[src/rtl/load_store_unit_if.sv]
// ----------------------------------------------------------------------------
// load_store_unit_if
// Purpose : bundles the pipeline request/response handshake and the data
//           memory port of the load/store unit into one interface.
// Signals :
//   req_valid/req_ready       request handshake (pipeline -> LSU)
//   req_write/req_size/req_signed/req_addr/req_wdata   request payload
//   resp_valid/resp_rdata/resp_err                     one-cycle completion
//   mem_addr/mem_read/mem_write/mem_wdata/mem_rdata    word-wide data memory
// Modports: slave  = the LSU itself
//           master = the pipeline + memory side (testbench)
// ----------------------------------------------------------------------------
interface load_store_unit_if;
    logic        req_valid;
    logic        req_ready;
    logic        req_write;
    logic [1:0]  req_size;
    logic        req_signed;
    logic [31:0] req_addr;
    logic [31:0] req_wdata;
    logic        resp_valid;
    logic [31:0] resp_rdata;
    logic        resp_err;
    logic [17:0] mem_addr;
    logic        mem_read;
    logic        mem_write;
    logic [31:0] mem_wdata;
    logic [31:0] mem_rdata;

    modport slave (
        input  req_valid, req_write, req_size, req_signed, req_addr, req_wdata, mem_rdata,
        output req_ready, resp_valid, resp_rdata, resp_err,
               mem_addr, mem_read, mem_write, mem_wdata
    );

    modport master (
        output req_valid, req_write, req_size, req_signed, req_addr, req_wdata, mem_rdata,
        input  req_ready, resp_valid, resp_rdata, resp_err,
               mem_addr, mem_read, mem_write, mem_wdata
    );
endinterface

[src/rtl/load_store_unit.sv]
// ----------------------------------------------------------------------------
// load_store_unit
// Purpose : single-outstanding load/store unit in front of a word-wide data
//           memory. Byte/halfword/word accesses, little-endian lanes, sign or
//           zero extension on loads, read-modify-write for sub-word stores.
// Ports   :
//   clk    in   single clock, rising edge
//   rst_n  in   synchronous active-low reset (also gates memory strobes)
//   bus    slave modport of load_store_unit_if (request, response, memory)
// ----------------------------------------------------------------------------
module load_store_unit (
    input  logic                 clk,
    input  logic                 rst_n,
    load_store_unit_if.slave     bus
);

    typedef enum logic [1:0] {
        IDLE  = 2'b00,
        READ  = 2'b01,
        WRITE = 2'b10,
        RESP  = 2'b11
    } state_t;

    state_t      r_state;
    logic        r_write;
    logic        r_signed;
    logic [1:0]  r_size;
    logic [1:0]  r_lane;
    logic [31:0] r_wdata;
    logic        r_ready;
    logic        r_mem_read;
    logic        r_mem_write;
    logic [17:0] r_mem_addr;
    logic [31:0] r_mem_wdata;
    logic        r_resp_valid;
    logic        r_resp_err;
    logic [31:0] r_resp_rdata;

    logic        w_accept;
    logic        w_err;

    // Pick the addressed lane(s) out of a memory word and extend to 32 bits.
    function automatic logic [31:0] load_extract(input logic [31:0] word,
                                                 input logic [1:0]  size,
                                                 input logic [1:0]  lane,
                                                 input logic        sgn);
        logic [31:0] sh;
        logic [31:0] res;
        sh = word >> {lane, 3'b000};
        case (size)
            2'b00:   res = {{24{sgn & sh[7]}}, sh[7:0]};
            2'b01:   res = {{16{sgn & sh[15]}}, sh[15:0]};
            2'b10:   res = word;
            default: res = 32'h0000_0000;
        endcase
        return res;
    endfunction

    // Replace only the target lane(s) of the old word; every other bit is kept.
    function automatic logic [31:0] store_merge(input logic [31:0] old,
                                                input logic [31:0] wdata,
                                                input logic [1:0]  size,
                                                input logic [1:0]  lane);
        logic [31:0] mask;
        logic [31:0] data;
        case (size)
            2'b00: begin
                mask = 32'h0000_00FF << {lane, 3'b000};
                data = {24'h00_0000, wdata[7:0]} << {lane, 3'b000};
            end
            2'b01: begin
                mask = 32'h0000_FFFF << {lane, 3'b000};
                data = {16'h0000, wdata[15:0]} << {lane, 3'b000};
            end
            2'b10: begin
                mask = 32'hFFFF_FFFF;
                data = wdata;
            end
            default: begin
                mask = 32'h0000_0000;
                data = 32'h0000_0000;
            end
        endcase
        return (old & ~mask) | (data & mask);
    endfunction

    assign w_accept = bus.req_valid & r_ready;

    // Request legality: illegal size, misalignment, or address beyond 1 MiB.
    always_comb begin
        w_err = 1'b0;
        case (bus.req_size)
            2'b00:   w_err = 1'b0;
            2'b01:   w_err = bus.req_addr[0];
            2'b10:   w_err = (bus.req_addr[1:0] != 2'b00);
            default: w_err = 1'b1;
        endcase
        if (bus.req_addr[31:20] != 12'h000) begin
            w_err = 1'b1;
        end else begin
            w_err = w_err;
        end
    end

    // Control FSM with all outputs registered.
    always_ff @(posedge clk) begin
        if (!rst_n) begin
            r_state      <= IDLE;
            r_write      <= 1'b0;
            r_signed     <= 1'b0;
            r_size       <= 2'b00;
            r_lane       <= 2'b00;
            r_wdata      <= 32'h0000_0000;
            r_ready      <= 1'b1;
            r_mem_read   <= 1'b0;
            r_mem_write  <= 1'b0;
            r_mem_addr   <= 18'h0_0000;
            r_mem_wdata  <= 32'h0000_0000;
            r_resp_valid <= 1'b0;
            r_resp_err   <= 1'b0;
            r_resp_rdata <= 32'h0000_0000;
        end else begin
            case (r_state)
                IDLE: begin
                    if (w_accept) begin
                        r_write    <= bus.req_write;
                        r_signed   <= bus.req_signed;
                        r_size     <= bus.req_size;
                        r_lane     <= bus.req_addr[1:0];
                        r_wdata    <= bus.req_wdata;
                        r_mem_addr <= bus.req_addr[19:2];
                        r_ready    <= 1'b0;
                        if (w_err) begin
                            r_resp_valid <= 1'b1;
                            r_resp_err   <= 1'b1;
                            r_resp_rdata <= 32'h0000_0000;
                            r_state      <= RESP;
                        end else if (bus.req_write && (bus.req_size == 2'b10)) begin
                            // Full-word store needs no read of the old contents.
                            r_mem_wdata <= bus.req_wdata;
                            r_mem_write <= 1'b1;
                            r_state     <= WRITE;
                        end else begin
                            // Loads, and sub-word stores that need the old word.
                            r_mem_read <= 1'b1;
                            r_state    <= READ;
                        end
                    end
                end
                READ: begin
                    r_mem_read <= 1'b0;
                    if (r_write) begin
                        r_mem_wdata <= store_merge(bus.mem_rdata, r_wdata, r_size, r_lane);
                        r_mem_write <= 1'b1;
                        r_state     <= WRITE;
                    end else begin
                        r_resp_rdata <= load_extract(bus.mem_rdata, r_size, r_lane, r_signed);
                        r_resp_err   <= 1'b0;
                        r_resp_valid <= 1'b1;
                        r_state      <= RESP;
                    end
                end
                WRITE: begin
                    r_mem_write  <= 1'b0;
                    r_resp_rdata <= 32'h0000_0000;
                    r_resp_err   <= 1'b0;
                    r_resp_valid <= 1'b1;
                    r_state      <= RESP;
                end
                RESP: begin
                    r_resp_valid <= 1'b0;
                    r_resp_err   <= 1'b0;
                    r_resp_rdata <= 32'h0000_0000;
                    r_ready      <= 1'b1;
                    r_state      <= IDLE;
                end
                default: begin
                    r_mem_read   <= 1'b0;
                    r_mem_write  <= 1'b0;
                    r_resp_valid <= 1'b0;
                    r_resp_err   <= 1'b0;
                    r_resp_rdata <= 32'h0000_0000;
                    r_ready      <= 1'b1;
                    r_state      <= IDLE;
                end
            endcase
        end
    end

    // Strobes are gated by rst_n so a reset mid-access never touches memory.
    assign bus.mem_read   = r_mem_read  & rst_n;
    assign bus.mem_write  = r_mem_write & rst_n;
    assign bus.mem_addr   = r_mem_addr;
    assign bus.mem_wdata  = r_mem_wdata;
    assign bus.req_ready  = r_ready;
    assign bus.resp_valid = r_resp_valid;
    assign bus.resp_err   = r_resp_err;
    assign bus.resp_rdata = r_resp_rdata;

endmodule
[src/flat_wrapper.sv]
// flat-port wrapper written by rule: the top's interface ports become plain ports
module load_store_unit_flat 
  (clk, rst_n, bus_req_valid, bus_req_write, bus_req_size, bus_req_signed, bus_req_addr, bus_req_wdata, bus_mem_rdata, bus_req_ready, bus_resp_valid, bus_resp_rdata, bus_resp_err, bus_mem_addr, bus_mem_read, bus_mem_write, bus_mem_wdata);
  load_store_unit_if bus_i ();
  input  logic clk;
  input  logic rst_n;
  input wire logic [$bits(bus_i.req_valid)-1:0] bus_req_valid;
  input wire logic [$bits(bus_i.req_write)-1:0] bus_req_write;
  input wire logic [$bits(bus_i.req_size)-1:0] bus_req_size;
  input wire logic [$bits(bus_i.req_signed)-1:0] bus_req_signed;
  input wire logic [$bits(bus_i.req_addr)-1:0] bus_req_addr;
  input wire logic [$bits(bus_i.req_wdata)-1:0] bus_req_wdata;
  input wire logic [$bits(bus_i.mem_rdata)-1:0] bus_mem_rdata;
  output wire logic [$bits(bus_i.req_ready)-1:0] bus_req_ready;
  output wire logic [$bits(bus_i.resp_valid)-1:0] bus_resp_valid;
  output wire logic [$bits(bus_i.resp_rdata)-1:0] bus_resp_rdata;
  output wire logic [$bits(bus_i.resp_err)-1:0] bus_resp_err;
  output wire logic [$bits(bus_i.mem_addr)-1:0] bus_mem_addr;
  output wire logic [$bits(bus_i.mem_read)-1:0] bus_mem_read;
  output wire logic [$bits(bus_i.mem_write)-1:0] bus_mem_write;
  output wire logic [$bits(bus_i.mem_wdata)-1:0] bus_mem_wdata;
  assign bus_i.req_valid = bus_req_valid;
  assign bus_i.req_write = bus_req_write;
  assign bus_i.req_size = bus_req_size;
  assign bus_i.req_signed = bus_req_signed;
  assign bus_i.req_addr = bus_req_addr;
  assign bus_i.req_wdata = bus_req_wdata;
  assign bus_i.mem_rdata = bus_mem_rdata;
  assign bus_req_ready = bus_i.req_ready;
  assign bus_resp_valid = bus_i.resp_valid;
  assign bus_resp_rdata = bus_i.resp_rdata;
  assign bus_resp_err = bus_i.resp_err;
  assign bus_mem_addr = bus_i.mem_addr;
  assign bus_mem_read = bus_i.mem_read;
  assign bus_mem_write = bus_i.mem_write;
  assign bus_mem_wdata = bus_i.mem_wdata;
  load_store_unit u_core (.clk(clk), .rst_n(rst_n), .bus(bus_i));
endmodule
[config.mk]
export PLATFORM = sky130hd
export DESIGN_NAME = load_store_unit_flat
export DESIGN_NICKNAME = d
export VERILOG_FILES = /design/src/rtl/load_store_unit_if.sv /design/src/rtl/load_store_unit.sv /design/src/flat_wrapper.sv
export SDC_FILE = /design/constraint.sdc
export NUM_CORES = 1
export LEC_CHECK = 0
export CAP_MARGIN = 40
export CELL_PAD_IN_SITES_DETAIL_PLACEMENT = 0
export CELL_PAD_IN_SITES_GLOBAL_PLACEMENT = 1
export CORE_ASPECT_RATIO = 1.5
export CORE_MARGIN = 2
export CORE_UTILIZATION = 38
export CTS_BUF_LIST = sky130_fd_sc_hd__clkbuf_16
export DETAILED_ROUTE_END_ITERATION = 6
export DONT_BUFFER_PORTS = 1
export PLACE_DENSITY_LB_ADDON = 0.08
export SYNTH_ARGS = -nofsm -noshare
export SYNTH_HDL_FRONTEND = slang
export SYNTH_SLANG_ARGS = --single-unit
[constraint.sdc]
create_clock -name clk -period 2.7 [get_ports clk]
set_input_delay 0.81 -clock clk [delete_from_list [all_inputs] [get_ports clk]]
set_output_delay 0.81 -clock clk [all_outputs]
set_load 0.02 [all_outputs]
==> impl_metrics.csv <==
group,metric,value,unit
routing,drc,0,
cells_and_area,final_layout_size_suffix_gt1_share,10.37,%
grt,grt_overflow_total,0,
hold_path,hold_depth,1,
placement,port_buffers,0,
floorplanning,die_w,110.5,µm
clocking,cts_resized,0,
sta,period_share,85.84,%
placement,gp_congestion,0.8259,
clocking,htreeDepth,4,
routing,vias_per_cell,5.856,
power_and_ir_drop,fin_total_pwr,6.627,mW
cells_and_area,area_growth,10.00,%
clocking,clock_latency,420,ps
floorplanning,io_pins,190,
sta,holdWs,462.9,ps
power_and_ir_drop,p_leak,2.290,nW
floorplanning,core_area,16690,µm²
routing,dr.pass1.iters,5,
status,status,"completed",
sta,finalHoldViolCount,0,
power_and_ir_drop,powerDensity,931.5,nW/µm²
synth,synth_cell_types,56,
grt,grt_pass1_wl,33080,µm
cells_and_area,fin_cells,972,
synth,synth_seq_area_share,39.31,%
worst_setup_path,crit_type,"reg -> reg",
floorplanning,initial_utilization,38.75,%
sta,min_period,2318,ps
grt,grt_max_degree,132,
worst_setup_path,cp-start-kind,"flip-flop",
sta,finalSetupViolCount,0,
sta,fmax,431.5,MHz
clocking,clock-sinks,127,
sta,drv_slew,0,
clocking,clkSlewWorstSetupHoldPaths,60,ps
hold_path,holdCritPathClass,"in -> reg",
sta,fin_tns_setup,0,ps
sta,worst_slack,382.2,ps
cells_and_area,n_antenna_cell,0,
synth,synth.most_common_cell,"nand2_1",
synth,synth_top_area_share,39.31,%
worst_setup_path,cp.required,3030,ps
worst_setup_path,critPathArrivalTime,2650,ps
grt,track_usage,23.48,%
placement,post-place-cells,940,
synth,synthTopCellsByArea,"dfxtp_1 (39%), nand2_1 (9.8%), a21boi_0 (8.2%), a22oi_1 (3.5%), nand3_1 (3.3%)",
clocking,cts_root_buf,"clkbuf_16",
synth,synth_cells,780,
floorplanning,dieArea,18100,µm²
synth,ys_warn_count,0,
worst_setup_path,worst-path-max-fanout,16,
routing,wire_per_inst,22.19,µm
clocking,holdBufCountCts,0,
synth,synth_edf_count,0,
synth,avgSynthCellArea,8.292,µm²
job,maxCapViolCount,0,
grt,grt_pass1_vias,5872,
synth,ys_ff_latch,127,
clocking,tritoncts,"built",
clocking,cts_buffer_depth,2,
synth,syn-num-nets,888,
synth,syn_area,6467,µm²
sta,worstMarginPinSlew,780.2,ps
sta,relSlewSlack,47.92,%
power_and_ir_drop,ir_drop,468.9,µV
synth,synthArstFlopShare,0,%
routing,ant_nets,0,
placement,pre_cts_slack,246.3,ps
routing,vias,5692,
sta,rsz0062_at_grt,"no",
routing,drt_wl_total,21560,µm
grt,antenna_found_initial,0,
floorplanning,die_height,163.8,µm
worst_setup_path,end_kind,"flip-flop",
routing,first_iter_violations,332,
floorplanning,rows,58,
worst_setup_path,r2r_cells,7,
sta,fin_skew,10.32,ps
synth,synthFlopType,"dfxtp_1",
synth,yosys-top-cells-count,"nand2_1 (169), dfxtp_1 (127), a21boi_0 (71)",
clocking,cts_made_buffers,17,
placement,dp_hpwl,15640,µm
clocking,postCtsSetupBuffers,0,
synth,synth_area_leader_cell,"dfxtp_1",
cells_and_area,finalNetCount,857,
-- flip-flops by register name, summed over array words and instances (netlist names), 2 cells and up --
name / cells
u_core.bus.resp_rdata: 32
u_core.bus.mem_wdata: 32
u_core.r_size: 2
u_core.bus.mem_addr: 18
u_core.r_lane: 2
u_core.r_wdata: 32
u_core.r_state: 2
-- critical path: stages, from the launching register on --
cell     delay (ps)
dfxtp_1         380
inv_1           100
ha_1            330
a21bo_2         290
nand3_1         100
a21oi_2         310
nand2_1         410
o21ai_0         310
-- worst paths after layout --
check	from	to	slack (ps)
setup / recovery	u_core.r_state[0]	u_core.bus.resp_rdata[31]	380
hold / removal	rst_n	u_core.bus.req_ready	460
setup reg to reg	u_core.r_state[0]	u_core.bus.resp_rdata[31]	380
hold reg to reg	u_core.r_wdata[21]	u_core.r_wdata[21]	470
-- layer usage --
layer	global-route usage (%)	part of all wire (%)	up-vias
met4	12.05	3.9	0
met1	24.22	37	2716
met2	41.22	50	192
li1	-	-	2740
met3	9.373	8.6	44
met5	0	0	-
-- area by class of cell --
class	count	area, µm²
clock buffers	17	425.4
flip-flops and latches	127	2542
inverters	2	7.507
fillers	1706	9577
multi-input cells	585	3596
well taps	210	262.8
repair buffers	16	157.7
clock inverters	15	122.6
-- logic make-up after synthesis --
| kind of cell | synth area share, % |
|---|---|
| AND/OR/NAND/NOR | 19.93 |
| AO/OA/AOI/OAI | 28.90 |
| flip-flops | 39.31 |
| buffers and inverters | 5.262 |
| multiplexers | 5.630 |
| adder cells (fa/ha/maj) | 0.9673 |
-- cells in the final DEF (no fill, tap or decap), types with 11 or more instances in the layout --
cell type  count
nand2_1      169
dfxtp_1      127
a21boi_0      71
nand3_1       42
o21ai_1       31
a21oi_1       31
o21ai_0       31
a22oi_1       30
mux2_2        19
clkbuf_16     17
mux2i_1       15
nor2b_1       15
o2bb2ai_1     15
buf_4         13
o211ai_1      12
and2_1        11
-- through the flow --
stage                     area (µm²)  utilization (%)
final                           7114            42.62
after global routing            7114            42.62
after CTS                       7114            42.62
after detailed placement        6566            39.34
after global placement          6566            39.34
after floorplan                 6467                -
-- where the power goes --
| group | total (mW) | switching [mW] | internal [mW] |
|---|---|---|---|
| Combinational | 2.01 | 1.25 | 0.757 |
| Sequential | 2.47 | 0.357 | 2.11 |
| Clock | 2.15 | 0.892 | 1.25 |
| Total | 6.63 | 2.50 | 4.12 |
Note: power is estimated with default switching activity, not from simulation.
